`src/rtl/regfile_arbiter.sv`:
```
// Two-master access arbiter and sequencer for the 16-bit register file's rd/rs ports.
// Define REGFILE_ARB_RR_EN for round-robin on contention; otherwise M0 has fixed priority.
module regfile_arbiter #(
  parameter int AWIDTH = 8
) (
  input  logic              clk,
  input  logic              rst_n,
  input  logic              m0_req,
  input  logic              m0_we,
  input  logic [AWIDTH-1:0] m0_addr,
  input  logic [15:0]       m0_wdata,
  output logic              m0_gnt,
  output logic              m0_rvalid,
  output logic [15:0]       m0_rdata,
  input  logic              m1_req,
  input  logic              m1_we,
  input  logic [AWIDTH-1:0] m1_addr,
  input  logic [15:0]       m1_wdata,
  output logic              m1_gnt,
  output logic              m1_rvalid,
  output logic [15:0]       m1_rdata,
  input  logic              clr_req,
  output logic              clr_done,
  output logic [AWIDTH-1:0] rf_addr_rs,
  output logic              rf_req_rs,
  output logic [AWIDTH-1:0] rf_addr_rd,
  output logic              rf_req_rd,
  output logic [15:0]       rf_wdata,
  output logic              rf_clear,
  input  logic [15:0]       rf_rs,
  output logic              busy
);
  localparam int DATA_W = 16;

  typedef enum logic [2:0] {IDLE, WR, RD, RSP, CLR} state_t;

  state_t              state_q, state_d;
  logic                owner_q, owner_d;
`ifdef REGFILE_ARB_RR_EN
  logic                last_q, last_d;
`endif
  logic                m0_gnt_q, m0_gnt_d, m1_gnt_q, m1_gnt_d;
  logic                m0_rvalid_q, m0_rvalid_d, m1_rvalid_q, m1_rvalid_d;
  logic                rf_req_rs_q, rf_req_rs_d, rf_req_rd_q, rf_req_rd_d;
  logic                rf_clear_q, rf_clear_d;
  logic [AWIDTH-1:0]   rf_addr_rs_q, rf_addr_rs_d, rf_addr_rd_q, rf_addr_rd_d;
  logic [DATA_W-1:0]   rf_wdata_q, rf_wdata_d;

  logic                win;
  logic                win_we;
  logic [AWIDTH-1:0]   win_addr;
  logic [DATA_W-1:0]   win_wdata;

  // win is only meaningful when at least one master is requesting
  always_comb begin
`ifdef REGFILE_ARB_RR_EN
    win = (m0_req && m1_req) ? ~last_q : m1_req;
`else
    win = ~m0_req;
`endif
    win_we    = win ? m1_we    : m0_we;
    win_addr  = win ? m1_addr  : m0_addr;
    win_wdata = win ? m1_wdata : m0_wdata;
  end

  always_comb begin
    state_d      = state_q;
    owner_d      = owner_q;
`ifdef REGFILE_ARB_RR_EN
    last_d       = last_q;
`endif
    m0_gnt_d     = 1'b0;
    m1_gnt_d     = 1'b0;
    m0_rvalid_d  = 1'b0;
    m1_rvalid_d  = 1'b0;
    rf_req_rs_d  = 1'b0;
    rf_req_rd_d  = 1'b0;
    rf_clear_d   = 1'b0;
    rf_addr_rs_d = rf_addr_rs_q;
    rf_addr_rd_d = rf_addr_rd_q;
    rf_wdata_d   = rf_wdata_q;
    case (state_q)
      IDLE: begin
        if (clr_req) begin
          state_d    = CLR;
          rf_clear_d = 1'b1;
        end else if (m0_req || m1_req) begin
          owner_d  = win;
`ifdef REGFILE_ARB_RR_EN
          last_d   = win;
`endif
          m0_gnt_d = ~win;
          m1_gnt_d = win;
          if (win_we) begin
            state_d      = WR;
            rf_req_rd_d  = 1'b1;
            rf_addr_rd_d = win_addr;
            rf_wdata_d   = win_wdata;
          end else begin
            state_d      = RD;
            rf_req_rs_d  = 1'b1;
            rf_addr_rs_d = win_addr;
          end
        end
      end
      // regfile captures the read at the end of RD; data is on rf_rs during RSP
      RD: begin
        state_d     = RSP;
        m0_rvalid_d = ~owner_q;
        m1_rvalid_d = owner_q;
      end
      WR, RSP, CLR: state_d = IDLE;
      default:      state_d = IDLE;
    endcase
  end

  always_ff @(posedge clk or negedge rst_n) begin
    if (!rst_n) begin
      state_q      <= IDLE;
      owner_q      <= 1'b0;
`ifdef REGFILE_ARB_RR_EN
      last_q       <= 1'b1;
`endif
      m0_gnt_q     <= 1'b0;
      m1_gnt_q     <= 1'b0;
      m0_rvalid_q  <= 1'b0;
      m1_rvalid_q  <= 1'b0;
      rf_req_rs_q  <= 1'b0;
      rf_req_rd_q  <= 1'b0;
      rf_clear_q   <= 1'b0;
      rf_addr_rs_q <= '0;
      rf_addr_rd_q <= '0;
      rf_wdata_q   <= '0;
    end else begin
      state_q      <= state_d;
      owner_q      <= owner_d;
`ifdef REGFILE_ARB_RR_EN
      last_q       <= last_d;
`endif
      m0_gnt_q     <= m0_gnt_d;
      m1_gnt_q     <= m1_gnt_d;
      m0_rvalid_q  <= m0_rvalid_d;
      m1_rvalid_q  <= m1_rvalid_d;
      rf_req_rs_q  <= rf_req_rs_d;
      rf_req_rd_q  <= rf_req_rd_d;
      rf_clear_q   <= rf_clear_d;
      rf_addr_rs_q <= rf_addr_rs_d;
      rf_addr_rd_q <= rf_addr_rd_d;
      rf_wdata_q   <= rf_wdata_d;
    end
  end

  assign m0_gnt     = m0_gnt_q;
  assign m1_gnt     = m1_gnt_q;
  assign m0_rvalid  = m0_rvalid_q;
  assign m1_rvalid  = m1_rvalid_q;
  assign m0_rdata   = rf_rs;
  assign m1_rdata   = rf_rs;
  assign rf_req_rs  = rf_req_rs_q;
  assign rf_req_rd  = rf_req_rd_q;
  assign rf_addr_rs = rf_addr_rs_q;
  assign rf_addr_rd = rf_addr_rd_q;
  assign rf_wdata   = rf_wdata_q;
  assign rf_clear   = rf_clear_q;
  assign clr_done   = rf_clear_q;
  assign busy       = (state_q != IDLE);
endmodule

```
`config.mk`:
```
export PLATFORM = sky130hd
export DESIGN_NAME = regfile_arbiter
export DESIGN_NICKNAME = d
export VERILOG_FILES = /design/src/rtl/regfile_arbiter.sv
export SDC_FILE = /design/constraint.sdc
export NUM_CORES = 1
export LEC_CHECK = 0
export CAP_MARGIN = 20
export CORE_MARGIN = 3
export CORE_UTILIZATION = 33
export CTS_BUF_LIST = sky130_fd_sc_hd__clkbuf_4
export DETAILED_ROUTE_END_ITERATION = 8
export HOLD_SLACK_MARGIN = 0.06
export PLACE_DENSITY = 0.77
export SYNTH_ARGS = -nofsm -noshare
export SYNTH_HDL_FRONTEND = slang
export SYNTH_SLANG_ARGS = --single-unit
```
`constraint.sdc`:
```
create_clock -name clk -period 2.1 [get_ports clk]
set_input_delay 0.315 -clock clk [delete_from_list [all_inputs] [get_ports clk]]
set_output_delay 0.315 -clock clk [all_outputs]
set_load 0.02 [all_outputs]
```
Word level (Yosys, flattened, before mapping)
Cells that the tools add are included.
- logic and storage cells: 49
- output and inout port bits: 73
- bits of input ports: 71
- flip-flop bits (word level): 43
- bitwise logic cells: 4
- equality and inequality tests: 2
- reduce and logical (&&, ||, !) cells: 6
- multiplexer cells: 25
- operators with widths (kind ; number):
    1-bit 2-to-1 mux ; 19
    16-bit 2-to-1 mux ; 1
    8-bit 2-to-1 mux ; 1
    4-bit AND reduction ; 2
    3-bit 2-to-1 mux ; 2
    3-bit case mux with 2 select lines ; 1
    1-bit inverter ; 4
    3-bit by 2-bit equality test with 1-bit output, second input constant ; 1
    3-bit logical NOT ; 1
    3-bit inequality test, second input constant ; 1
    3-bit AND reduction ; 1
    3-bit nonzero test ; 1
    2-bit 2-to-1 mux ; 1
    1-bit logical OR ; 1

Longest topological paths before layout
Gate-level depths: netlist (run 1).
- word-level depth: 5
- depth in mapped cells: 5
- mapped depth without buffers: 3

Worst setup path before layout (run 1)
OpenSTA, ideal clock, no wires.
- kind: register -> register
- start point: reg state_q[2]
- end point: reg rf_wdata_q[10], in the netlist rf_wdata[10]
- path buffers: 2
- clock period less this slack: 1.541 ns
- data required time: 1.973 ns
- setup time: 0.127 ns
- slack: 0.559 ns
- arrival time: 1.413 ns
- cell stages (with the launch flop): 6
- cell sequence: dfrtp_1 nor4_4 o21a_1 buf_4 buf_8 mux2_1
- longest elaborated chain between the ends: 2
- ends and longest elaborated chain (element ; RTL line ; text):
    from (decl) ; 37 ; state_t state_q, state_d;
    from (signal assigned) ; 135 ; state_q <= state_d;
    3-bit logical NOT ; 82 ; case (state_q)
    4-bit AND reduction (no source line) ; -- ;
    to (signal assigned) ; 149 ; rf_wdata_q <= rf_wdata_d;
    to (decl) ; 47 ; logic [DATA_W-1:0] rf_wdata_q, rf_wdata_d;
Every way passes these cells.
A chain may end at the register's enable or synchronous reset.

Worst setup path after layout (run 1)
- start point: reg state_q[2]
- end point: out busy
- longest elaborated chain between the ends: 1
- ends and longest elaborated chain (element ; RTL line ; text):
    3-bit nonzero test ; 166 ; assign busy = (state_q != IDLE);
    to (decl) ; 31 ; output logic busy
Every way passes these cells.

==> reports/qor.json, run 1 <==
{
  "type_of_the_most_critical_hold_path": {"value": "input pin to asynchronous set/reset pin"},
  "row_count": {"value": 28},
  "die_height": {"value": 86.5, "unit": "um"},
  "cp-start-kind": {"value": "flip-flop"},
  "fin_crit_sh": {"value": 0.833},
  "path_clk_slew": {"value": 120, "unit": "ps"},
  "r2r_end": {"value": "rf_wdata[3]$_DFFE_PN0P_"},
  "initial_core_util": {"value": 0.351},
  "timing.hold.ws": {"value": 449, "unit": "ps"},
  "layout.core_utilization": {"value": 0.492},
  "clock-root-buffer": {"value": "clkbuf_4"},
  "final_setup_violation_count": {"value": 0},
  "powerDensity": {"value": 1230, "unit": "nW/um2"},
  "proportion_of_layout_cells_with_a_drive_suffix_above_1": {"value": 0.148},
  "core_area": {"value": 6100, "unit": "um2"},
  "final_nets": {"value": 313},
  "gr-total-overflow": {"value": 0},
  "port_buffers": {"value": 95},
  "first_pass_iteration_count_of_the_detailed_router": {"value": 3},
  "io-pin-count": {"value": 144},
  "placedInstanceArea": {"value": 2940, "unit": "um2"},
  "maxClockFrequency": {"value": 572, "unit": "MHz"},
  "power": {"value": 3.69, "unit": "mW"},
  "crit_path_end_kind": {"value": "output pin"},
  "wp_depth": {"value": 2},
  "cp.buffers_inverters": {"value": 1},
  "grt_first_pass_wirelength": {"value": 7820, "unit": "um"},
  "leakage_power": {"value": 1.25, "unit": "nW"},
  "criticalPathCategory": {"value": "flip-flop to output pin"},
  "worst-r2r-cell-count": {"value": 4},
  "worst-endpoint-arrival": {"value": 1430, "unit": "ps"},
  "drcViolationCount": {"value": 0},
  "status": {"value": "complete, no violations"},
  "number_of_nets_with_antenna_violations_after_routing": {"value": 0},
  "finalClockSkew": {"value": 11.0, "unit": "ps"},
  "drtIter0Drc": {"value": 33},
  "ctsHtreeMaxLevel": {"value": 2},
  "clock_path_buffers": {"value": 2},
  "place_hpwl": {"value": 3670, "unit": "um"},
  "max_cap_violations": {"value": 0},
  "cellInternalPower": {"value": 2.35, "unit": "mW"},
  "r2r_setup_slack": {"value": 530, "unit": "ps"},
  "antenna_cells": {"value": 0},
  "later_pin_clock_latency_in_the_skew_report": {"value": 340, "unit": "ps"},
  "max-slew-margin-rel": {"value": 0.600},
  "avgSynthCellArea": {"value": 12.4, "unit": "um2"},
  "dieArea": {"value": 7480, "unit": "um2"},
  "cp_slowest_stage_delay": {"value": 440, "unit": "ps"},
  "pwr-share-comb": {"value": 0.515},
  "sw_frac_of_total": {"value": 0.362},
  "worst-path-max-fanout": {"value": 3},
  "wl_per_cell": {"value": 14.7, "unit": "um"},
  "wirelength": {"value": 4690, "unit": "um"},
  "rsz0062_at_grt": {"value": "false"},
  "via_count_of_the_first_global_routing_pass": {"value": 1660},
  "r2r-start": {"value": "state_q[2]$_DFFE_PN0P_"},
  "required": {"value": 1780, "unit": "ps"},
  "worst_slew_pin_slew": {"value": 597, "unit": "ps"},
  "power.share.sequential": {"value": 0.379},
  "grt_max_degree": {"value": 23},
  "layout-area-overhead-vs-synth": {"value": 40.4, "unit": "%"},
  "synthesis.area": {"value": 2140, "unit": "um2"},
  "cts_setup_buffers": {"value": 0},
  "tritoncts_clock_tree": {"value": "done"},
  "synth_cells": {"value": 173},
  "number_of_sinks_on_the_clock_net": {"value": 43},
  "synth.yosys.warnings": {"value": 0},
  "final_max_slew_viol_count": {"value": 0},
  "finalHoldViolCount": {"value": 0},
  "via_count": {"value": 1498},
  "synth.distinct_cells": {"value": 22},
  "clockPowerShare": {"value": 0.106},
  "final.min_clock_period": {"value": 1750, "unit": "ps"},
  "crit_path_cell_trace": {"value": "or3_1 -> dlymetal6s2s_1"},
  "cp_max_stage_cell": {"value": "dfrtp_1"},
  "synth.yosys.seq_area_share": {"value": 0.504},
  "grt_use_total": {"value": 0.133},
  "critical_path.top_delay_family": {"value": "flip-flops"},
  "tritoncts.num_buffers": {"value": 5},
  "chip_width": {"value": 86.5, "unit": "um"},
  "place_congestion": {"value": 0.762},
  "synthesis.nets": {"value": 244},
  "layout.cell_area.non_filler": {"value": 3000, "unit": "um2"},
  "grt_antenna_before_repair": {"value": 0},
  "yosys_register_bits": {"value": 43},
  "p_switching": {"value": 1.34, "unit": "mW"},
  "setup_tns": {"value": 0, "unit": "ps"},
  "peak_supply_drop": {"value": 0.725, "unit": "mV"},
  "detail_route.vias_per_cell": {"value": 4.71}
}
layer usage:
metal,up-vias,share of wire,GRT usage
met3,8,0.10,0.0627
met4,0,0.010,0.0340
met1,722,0.41,0.160
met2,61,0.47,0.215
met5,-,0,0
li1,707,-,-
worst max-delay path by stage:
stage,end,startpoint
after global routing,busy,state_q[2]$_DFFE_PN0P_
after detailed placement,rf_wdata[9]$_DFFE_PN0P_,clr_req
after global placement,state_q[1]$_DFFE_PN0P_,m0_req
after floorplan,rf_wdata[10]$_DFFE_PN0P_,state_q[2]$_DFFE_PN0P_
final,busy,state_q[2]$_DFFE_PN0P_
after CTS,busy,state_q[2]$_DFFE_PN0P_
cells by family after synthesis:
logic type,count (synthesis),synth area share
buffers and inverters,42,0.145
AND/OR/NAND/NOR,27,0.0656
flip-flops,43,0.504
multiplexers,40,0.206
AO/OA/AOI/OAI,21,0.0796
synth_stat cells (all sizes together):
cell type | count | area share
a21oi | 1 | 0.0023
and2 | 2 | 0.0059
and3 | 1 | 0.0029
and3b | 1 | 0.0041
buf | 41 | 0.14
dfrtp | 43 | 0.50
inv | 1 | 0.0018
mux2 | 32 | 0.17
mux2i | 8 | 0.037
nand2 | 11 | 0.019
nor2 | 8 | 0.014
nor2b | 1 | 0.0029
nor3b | 1 | 0.0035
nor4 | 1 | 0.010
o21a | 2 | 0.0070
o21ai | 2 | 0.0047
o22a | 16 | 0.066
or3 | 1 | 0.0029
registers in the layout, indices dropped and copies added, names as in the netlist:
signal,count
state_q,3
rf_addr_rs,8
owner_q,1
rf_addr_rd,8
rf_req_rd,1
m1_rvalid,1
m0_rvalid,1
clr_done,1
rf_req_rs,1
m0_gnt,1
m1_gnt,1
rf_wdata,16
cells in the final DEF, fill, tap and decap left out, types with 2 or more instances in the layout:
master and count:
and2_1 2, buf_4 6, clkbuf_4 6, clkdlybuf4s50_1 93, clkinv_1 2, dfrtp_1 43
mux2_1 11, mux2_2 21, mux2i_1 8, nand2_1 11, nor2_1 8, o21a_1 2
o21ai_0 2, o22a_1 16
power by group through the flow:
stage                     Combinational (mW)  Sequential (mW)  Clock [mW]
after global placement                  1.89             1.41           0
after floorplan                        0.620             1.83           0
after global routing                    2.02             1.45       0.452
final                                   1.90             1.40       0.391
after detailed placement                1.92             1.42           0
after CTS                               1.93             1.40       0.407
stage by stage:
step / cells / setup slack, ps
2_1_floorplan: 173 / 559
3_3_place_gp: 309 / 151
3_5_place_dp: 309 / 123
4_1_cts: 318 / 0.933
5_1_grt: 318 / 282
6_report: 318 / 351
cell type report:
cell class	instances	area (um2)
multi-input cells	88	751
well taps	75	93.8
fillers	582	3100
repair buffers	103	1020
flip-flops and latches	43	1080
clock inverters	2	7.51
clock buffers	6	45.0
inverters	1	3.75
timing repair:
| action | in CTS | in global routing |
|---|---|---|
| endpoints found under the hold margin | 21 | 0 |
| hold buffers | 1 | 0 |
| endpoints found under the setup margin | 0 | 1 |
| gates resized for setup | 0 | 1 |
Note: power is estimated with default switching activity, not from simulation.
==> run 2: changes to the inputs <==
- PLACE_DENSITY: 0.77 -> 0.8
- clock period: 2.1 -> 1.6 ns (I/O delays scaled with it)
==> run 2 against run 1 <==
The run now ends with setup timing left. Total power increased by 48%. Hold slack got worse by 63 ps. Setup slack got worse by 400 ps. Wire length increased by 13%. First-iteration DRC count increased by 9.1%.
==> reports/qor.json, run 2 (synthesis gave the netlist of run 1 again) <==
{
  "gr-total-overflow": {"value": 0, "change": "unchanged"},
  "proportion_of_layout_cells_with_a_drive_suffix_above_1": {"value": 0.246, "change": "+0.0979"},
  "port_buffers": {"value": 95, "change": "unchanged"},
  "leakage_power": {"value": 1.65, "unit": "nW", "change": "+32%"},
  "timing.critical_path.from": {"value": "state_q[1]$_DFFE_PN0P_"},
  "groute.layer.met1.usage": {"value": 0.160, "change": "+0.000292"},
  "powerDensity": {"value": 1630, "unit": "nW/um2", "change": "+33%"},
  "final.setup.worst_slack": {"value": -51.2, "unit": "ps", "change": "-402 ps"},
  "final_nets": {"value": 322, "change": "+2.9%"},
  "wirelength": {"value": 5300, "unit": "um", "change": "+13%"},
  "io-pin-count": {"value": 144, "change": "unchanged"},
  "fillers": {"value": 535, "change": "-8.1%"},
  "path_clk_slew": {"value": 130, "unit": "ps", "change": "about the same"},
  "detail_route.vias_per_cell": {"value": 4.77, "change": "+1.2%"},
  "type_of_the_most_critical_hold_path": {"value": "input pin to asynchronous set/reset pin"},
  "antenna_cells": {"value": 0, "change": "unchanged"},
  "clock-root-buffer": {"value": "clkbuf_4"},
  "place_worst_setup_slack": {"value": -321, "unit": "ps", "change": "-444 ps"},
  "cp.buffers_inverters": {"value": 2, "change": "+1"},
  "final_setup_violation_count": {"value": 14, "change": "+14"},
  "placedInstanceArea": {"value": 2980, "unit": "um2", "change": "+1.6%"},
  "layout-area-overhead-vs-synth": {"value": 55.8, "unit": "%"},
  "status": {"value": "finished, violations left"},
  "failed_checks": {"value": "setup timing"},
  "final_max_slew_viol_count": {"value": 0, "change": "unchanged"},
  "placedCellCount": {"value": 312, "change": "+0.97%"},
  "cp_max_stage_cell": {"value": "dfrtp_1"},
  "via_count": {"value": 1559, "change": "+4.1%"},
  "die_height": {"value": 86.5, "unit": "um", "change": "unchanged"},
  "worst-path-max-fanout": {"value": 8, "change": "+5"},
  "ctsHtreeMaxLevel": {"value": 2, "change": "unchanged"},
  "layer_with_the_highest_usage": {"value": "met2"},
  "first_pass_iteration_count_of_the_detailed_router": {"value": 4, "change": "+1"},
  "fin_cells": {"value": 327, "change": "+2.8%"},
  "maxClockFrequency": {"value": 606, "unit": "MHz"},
  "critical_path.top_delay_family": {"value": "flip-flops"},
  "grt_first_pass_wirelength": {"value": 8180, "unit": "um", "change": "+4.6%"},
  "worst_slew_pin_slew": {"value": 523, "unit": "ps", "change": "-74.3 ps"},
  "drcViolationCount": {"value": 0, "change": "unchanged"},
  "rsz0062_at_grt": {"value": "true"},
  "cp_slowest_stage_delay": {"value": 430, "unit": "ps", "change": "about the same"},
  "core_area": {"value": 6100, "unit": "um2", "change": "unchanged"},
  "r2r-start": {"value": "state_q[1]$_DFFE_PN0P_"},
  "crit_path_cell_trace": {"value": "buf_6 -> nor4_4 -> o21a_4 -> clkbuf_16 -> mux2_4"},
  "clock_path_buffers": {"value": 2, "change": "unchanged"},
  "finalHoldViolCount": {"value": 0, "change": "unchanged"},
  "place_congestion": {"value": 0.731, "change": "-4.0%"},
  "worst-endpoint-arrival": {"value": 1890, "unit": "ps", "change": "+460 ps"},
  "crit_path_end_kind": {"value": "flip-flop"},
  "peak_supply_drop": {"value": 0.907, "unit": "mV", "change": "+25%"},
  "final.min_clock_period": {"value": 1650, "unit": "ps"},
  "wl_per_cell": {"value": 16.2, "unit": "um", "change": "+9.9%"},
  "row_count": {"value": 28, "change": "unchanged"},
  "layout.cells.most_common": {"value": "clkdlybuf4s50_1"},
  "tritoncts.num_buffers": {"value": 5, "change": "unchanged"},
  "via_count_of_the_first_global_routing_pass": {"value": 1688, "change": "+1.7%"},
  "largest_register_ffs": {"value": 16, "change": "unchanged"},
  "chip_width": {"value": 86.5, "unit": "um", "change": "unchanged"},
  "finalClockSkew": {"value": 6.30, "unit": "ps", "change": "-4.68 ps"},
  "grt_max_degree": {"value": 23, "change": "unchanged"},
  "max-slew-margin-rel": {"value": 0.651, "change": "+0.0510"},
  "grt_use_total": {"value": 0.138, "change": "+0.00469"},
  "dieArea": {"value": 7480, "unit": "um2", "change": "unchanged"},
  "criticalPathCategory": {"value": "flip-flop to flip-flop"},
  "layout.cells.most_common_list": {"value": "60 x clkdlybuf4s50_1, 43 x dfrtp_1, 28 x dlymetal6s2s_1"},
  "use_met3": {"value": 0.0437, "change": "-0.0190"},
  "cp-start-kind": {"value": "flip-flop"},
  "later_pin_clock_latency_in_the_skew_report": {"value": 340, "unit": "ps", "change": "about the same"},
  "max_cap_violations": {"value": 0, "change": "unchanged"},
  "tritoncts_clock_tree": {"value": "done"},
  "drtIter0Drc": {"value": 36, "change": "+9.1%"},
  "use_met2": {"value": 0.245, "change": "+0.0299"},
  "initial_core_util": {"value": 0.351, "change": "unchanged"},
  "fin_crit_sh": {"value": 1.03},
  "place_hpwl": {"value": 3910, "unit": "um", "change": "+6.8%"},
  "number_of_nets_with_antenna_violations_after_routing": {"value": 0, "change": "unchanged"},
  "layout.cell_area.non_filler": {"value": 3330, "unit": "um2", "change": "+11%"},
  "number_of_sinks_on_the_clock_net": {"value": 43, "change": "unchanged"},
  "setup_tns": {"value": -434, "unit": "ps", "change": "-434 ps"},
  "required": {"value": 1830, "unit": "ps", "change": "+50 ps"},
  "grt_antenna_before_repair": {"value": 0, "change": "unchanged"}
}
[run 2: cell count changes in the layout (fill, tap and decap cells not counted), moves of 5 or more]
cell             delta
clkdlybuf4s50_1    -33
dlygate4sd2_1       +5
dlymetal6s2s_1     +27
mux2_1             -11
mux2_2              -5
mux2_4             +16
[run 2: path summary, 6_finish.rpt]
path / to / slack [ps] / cells past startpoint
worst max-delay path: rf_wdata[12]$_DFFE_PN0P_ / -50 / 5
worst min-delay path: rf_addr_rd[6]$_DFFE_PN0P_ / 390 / 2
worst max register to register: rf_wdata[12]$_DFFE_PN0P_ / -50 / 5
worst min register to register: m0_rvalid$_DFF_PN0_ / 460 / 1
max in group asynchronous: rf_wdata[13]$_DFFE_PN0P_ / 720 / 3
min in group clk: m0_rvalid$_DFF_PN0_ / 460 / 1
[run 2: cell type report]
type / count / area, um2 / share of cell area
multi-input cells: 88 / 826 / 0.248
repair buffers: 112 / 1220 / 0.368
well taps: 75 / 93.8 / 0.0282
inverters: 1 / 3.75 / 0.00113
clock buffers: 5 / 37.5 / 0.0113
flip-flops and latches: 43 / 1080 / 0.323
clock inverters: 3 / 67.6 / 0.0203
[run 2: report_power, final]
| group | internal, mW | leakage [nW] | total, mW | switching, mW |
|---|---|---|---|---|
| combinational | 1.53 | 1.08 | 2.77 | 1.24 |
| sequential | 1.57 | 0.513 | 1.84 | 0.267 |
| clock | 0.486 | 0.0514 | 0.839 | 0.353 |
| total | 3.59 | 1.65 | 5.44 | 1.86 |
[run 2: routing by layer]
layer / vias to the layer above / routed length (um)
met5: - / 0
met4: 0 / 15
met3: 2 / 394
met2: 63 / 2820
met1: 768 / 2060
li1: 726 / -
[run 2: what timing repair did]
item,4_1_cts,5_1_grt
hold buffers,1,0
resized for setup,9,53
endpoints found under the hold margin,21,0
gates cloned,0,2
setup buffers,2,2
endpoints found under the setup margin,6,61
pin swaps,0,1
[run 2: per-stage QoR]
step | util | hold WS [ps] | total power [mW]
6_report | 0.546 | 386 | 5.44
4_1_cts | 0.509 | 396 | 5.28
3_3_place_gp | 0.489 | 237 | 4.38
3_5_place_dp | 0.489 | 246 | 4.46
5_1_grt | 0.546 | 426 | 5.77
2_1_floorplan | - | -55.6 | 3.21
[run 2: worst reg2reg max path, cell delays in order, from the launching register on]
cell,delay [ps]
dfrtp_1,430
buf_6,130
nor4_4,290
o21a_4,230
clkbuf_16,180
mux2_4,300
==> run 3: changes to the inputs <==
- ABC_AREA: not set -> 0
- CELL_PAD_IN_SITES_DETAIL_PLACEMENT: not set -> 1
- CELL_PAD_IN_SITES_GLOBAL_PLACEMENT: not set -> 2
- CORE_UTILIZATION: 33 -> 21
- PLACE_DENSITY: 0.8 -> 0.84
- clock period: 1.6 -> 1.7 ns (I/O delays scaled with it)
==> run 3 against run 2 <==
The flow now finishes without violations. Sequential share of layout area rose by 0.80 points. Utilization fell by 22 points. Non-clock buffer count rose by 5. Clock skew barely moved. Sequential cell count did not move. Die area rose by 53%. Fmax fell by 1.2%. Cell area fell by 2.4%. Wire length rose by 9.9%. Register-to-register slack improved by 80 ps. Cell count rose by 19%.
==> reports/qor.json, run 3 (synthesis gave the netlist of run 1 again) <==
{
  "rsz0062_at_grt": {"value": "true"},
  "first_pass_iteration_count_of_the_detailed_router": {"value": 4, "change": "unchanged"},
  "final_setup_violation_count": {"value": 0, "change": "-14"},
  "finalHoldViolCount": {"value": 0, "change": "unchanged"},
  "layout.cells.most_common_list": {"value": "93 x clkdlybuf4s50_1, 43 x dfrtp_1, 20 x mux2_2"},
  "crit_path_end_kind": {"value": "flip-flop"},
  "cp-start-kind": {"value": "flip-flop"},
  "dieArea": {"value": 11400, "unit": "um2", "change": "+53%"},
  "multiInputGateArea": {"value": 778, "unit": "um2", "change": "-5.8%"},
  "chip_width": {"value": 107, "unit": "um", "change": "+24%"},
  "core_area": {"value": 9820, "unit": "um2", "change": "+61%"},
  "place_hpwl": {"value": 4540, "unit": "um", "change": "+16%"},
  "grt_use_total": {"value": 0.0963, "change": "-0.0413"},
  "final.min_clock_period": {"value": 1670, "unit": "ps", "change": "+20.3 ps"},
  "r2r-start": {"value": "state_q[1]$_DFFE_PN0P_"},
  "number_of_nets_with_antenna_violations_after_routing": {"value": 0, "change": "unchanged"},
  "tritoncts.num_buffers": {"value": 5, "change": "unchanged"},
  "worst-endpoint-arrival": {"value": 1910, "unit": "ps", "change": "+20 ps"},
  "placedCellCount": {"value": 377, "change": "+21%"},
  "layout-area-overhead-vs-synth": {"value": 52.0, "unit": "%"},
  "via_count_of_the_first_global_routing_pass": {"value": 1735, "change": "+2.8%"},
  "peak_supply_drop": {"value": 0.350, "unit": "mV", "change": "-61%"},
  "clock-root-buffer": {"value": "clkbuf_4"},
  "row_count": {"value": 36, "change": "+29%"},
  "wl_per_cell": {"value": 14.9, "unit": "um", "change": "-7.8%"},
  "grt_max_degree": {"value": 23, "change": "unchanged"},
  "criticalPathCategory": {"value": "flip-flop to flip-flop"},
  "timing.hold.ws": {"value": 427, "unit": "ps", "change": "+41.4 ps"},
  "placedInstanceArea": {"value": 3110, "unit": "um2", "change": "+4.2%"},
  "maxClockFrequency": {"value": 598, "unit": "MHz", "change": "-1.2%"},
  "fin_cells": {"value": 390, "change": "+19%"},
  "required": {"value": 1940, "unit": "ps", "change": "+110 ps"},
  "r2r_end": {"value": "rf_wdata[4]$_DFFE_PN0P_"},
  "fin_crit_sh": {"value": 0.983, "change": "-0.0488"},
  "place_worst_setup_slack": {"value": -259, "unit": "ps", "change": "+61.8 ps"},
  "clock_path_buffers": {"value": 2, "change": "unchanged"},
  "power": {"value": 4.83, "unit": "mW", "change": "-11%"},
  "ctsHtreeMaxLevel": {"value": 2, "change": "unchanged"},
  "max-slew-margin-rel": {"value": 0.623, "change": "-0.0285"},
  "final.setup.worst_slack": {"value": 28.5, "unit": "ps", "change": "+79.7 ps"},
  "fillers": {"value": 1107, "change": "+110%"},
  "r2r_setup_slack": {"value": 30, "unit": "ps", "change": "+80 ps"},
  "finalClockSkew": {"value": 6.42, "unit": "ps", "change": "+0.116 ps"},
  "detail_route.vias_per_cell": {"value": 3.99, "change": "-16%"},
  "grt_first_pass_wirelength": {"value": 8600, "unit": "um", "change": "+5.2%"},
  "gr-total-overflow": {"value": 0, "change": "unchanged"},
  "drtIter0Drc": {"value": 40, "change": "+11%"},
  "number_of_sinks_on_the_clock_net": {"value": 43, "change": "unchanged"},
  "worst-r2r-cell-count": {"value": 5, "change": "unchanged"},
  "tritoncts_clock_tree": {"value": "done"},
  "final_nets": {"value": 327, "change": "+1.6%"},
  "worst_slew_pin_slew": {"value": 564, "unit": "ps", "change": "+40.7 ps"},
  "sequential_cell_area": {"value": 1080, "unit": "um2", "change": "unchanged"},
  "wirelength": {"value": 5820, "unit": "um", "change": "+9.9%"},
  "largest_register_ffs": {"value": 16, "change": "unchanged"},
  "drcViolationCount": {"value": 0, "change": "unchanged"},
  "antenna_cells": {"value": 0, "change": "unchanged"},
  "max_cap_violations": {"value": 0, "change": "unchanged"},
  "proportion_of_layout_cells_with_a_drive_suffix_above_1": {"value": 0.233, "change": "-0.0126"},
  "type_of_the_most_critical_hold_path": {"value": "input pin to asynchronous set/reset pin"},
  "final_max_slew_viol_count": {"value": 0, "change": "unchanged"},
  "io-pin-count": {"value": 144, "change": "unchanged"},
  "path_clk_slew": {"value": 120, "unit": "ps", "change": "about the same"},
  "port_buffers": {"value": 95, "change": "unchanged"},
  "layout.cell_area.non_filler": {"value": 3250, "unit": "um2", "change": "-2.4%"},
  "place_congestion": {"value": 0.719, "change": "-1.6%"},
  "layout.cells.most_common": {"value": "clkdlybuf4s50_1"},
  "die_height": {"value": 107, "unit": "um", "change": "+24%"},
  "status": {"value": "complete, no violations"},
  "initial_core_util": {"value": 0.218, "change": "-0.133"},
  "via_count": {"value": 1557, "change": "-0.13%"},
  "leakage_power": {"value": 1.35, "unit": "nW", "change": "-18%"},
  "grt_antenna_before_repair": {"value": 0, "change": "unchanged"},
  "worst-path-max-fanout": {"value": 7, "change": "-1"},
  "later_pin_clock_latency_in_the_skew_report": {"value": 340, "unit": "ps", "change": "about the same"},
  "powerDensity": {"value": 1490, "unit": "nW/um2", "change": "-9.1%"}
}
## run 3: cell types whose count changed in the layout (fill, tap and decap cells not counted), moves of 2 or more
cell | before | now
mux2_1 | 0 | 5
dlymetal6s2s_1 | 28 | 0
dlygate4sd2_1 | 5 | 0
mux2_4 | 16 | 7
clkdlybuf4s50_1 | 60 | 93
clkbuf_4 | 5 | 7
bufinv_16 | 2 | 0
mux2_2 | 16 | 20
buf_4 | 9 | 16
## run 3: critical path, stage by stage (launching register included)
cell and delay [ps]:
dfrtp_1 410, buf_6 130, nor4_4 270, o21a_2 260, clkbuf_16 170, mux2_2 320
## run 3: what timing repair did
action                                  CTS  global route
resized for setup                         4             9
endpoints found under the hold margin    21             0
hold buffers                              1             0
buffers inserted                          2             1
pin swaps                                 0             1
endpoints found under the setup margin    1            16
gates cloned                              0             1
## run 3: report_power, final
group,leakage (nW),switching [mW],internal [mW]
registers,0.513,0.249,1.48
logic,0.799,1.18,1.42
clock network,0.0361,0.309,0.194
## run 3: metrics by stage
stage / utilization / TNS (ps)
floorplan: - / 0
global placement: 0.317 / -5110
detailed placement: 0.317 / -6380
CTS: 0.324 / 0
global route: 0.331 / -2.82
finish: 0.331 / 0
## run 3: cell type report
cell class | count | share of cell area
clock buffers | 7 | 0.0162
clock inverters | 1 | 0.00154
inverters | 1 | 0.00116
multi-input cells | 88 | 0.240
flip-flops and latches | 43 | 0.331
well taps | 133 | 0.0512
repair buffers | 117 | 0.359
## run 3: metal layers
layer / wire length [um] / vias to the layer above / GRT usage / part of all wire
li1: - / 728 / - / -
met1: 2360 / 765 / 0.109 / 0.41
met2: 2900 / 57 / 0.170 / 0.50
met3: 467 / 7 / 0.0295 / 0.080
met4: 87 / 0 / 0.0365 / 0.015
met5: 0 / - / 0 / 0
## run 3: how the worst max path moves through the flow
stage	from	endpoint	slack, ps	cells after the start
4_1_cts	state_q[2]$_DFFE_PN0P_	rf_wdata[6]$_DFFE_PN0P_	9	5
2_1_floorplan	state_q[2]$_DFFE_PN0P_	rf_wdata[10]$_DFFE_PN0P_	160	5
3_5_place_dp	clr_req	rf_wdata[6]$_DFFE_PN0P_	-260	5
3_3_place_gp	clr_req	rf_wdata[3]$_DFFE_PN0P_	-220	5
6_report	state_q[1]$_DFFE_PN0P_	rf_wdata[4]$_DFFE_PN0P_	30	5
5_1_grt	state_q[1]$_DFFE_PN0P_	rf_wdata[14]$_DFFE_PN0P_	-2	5
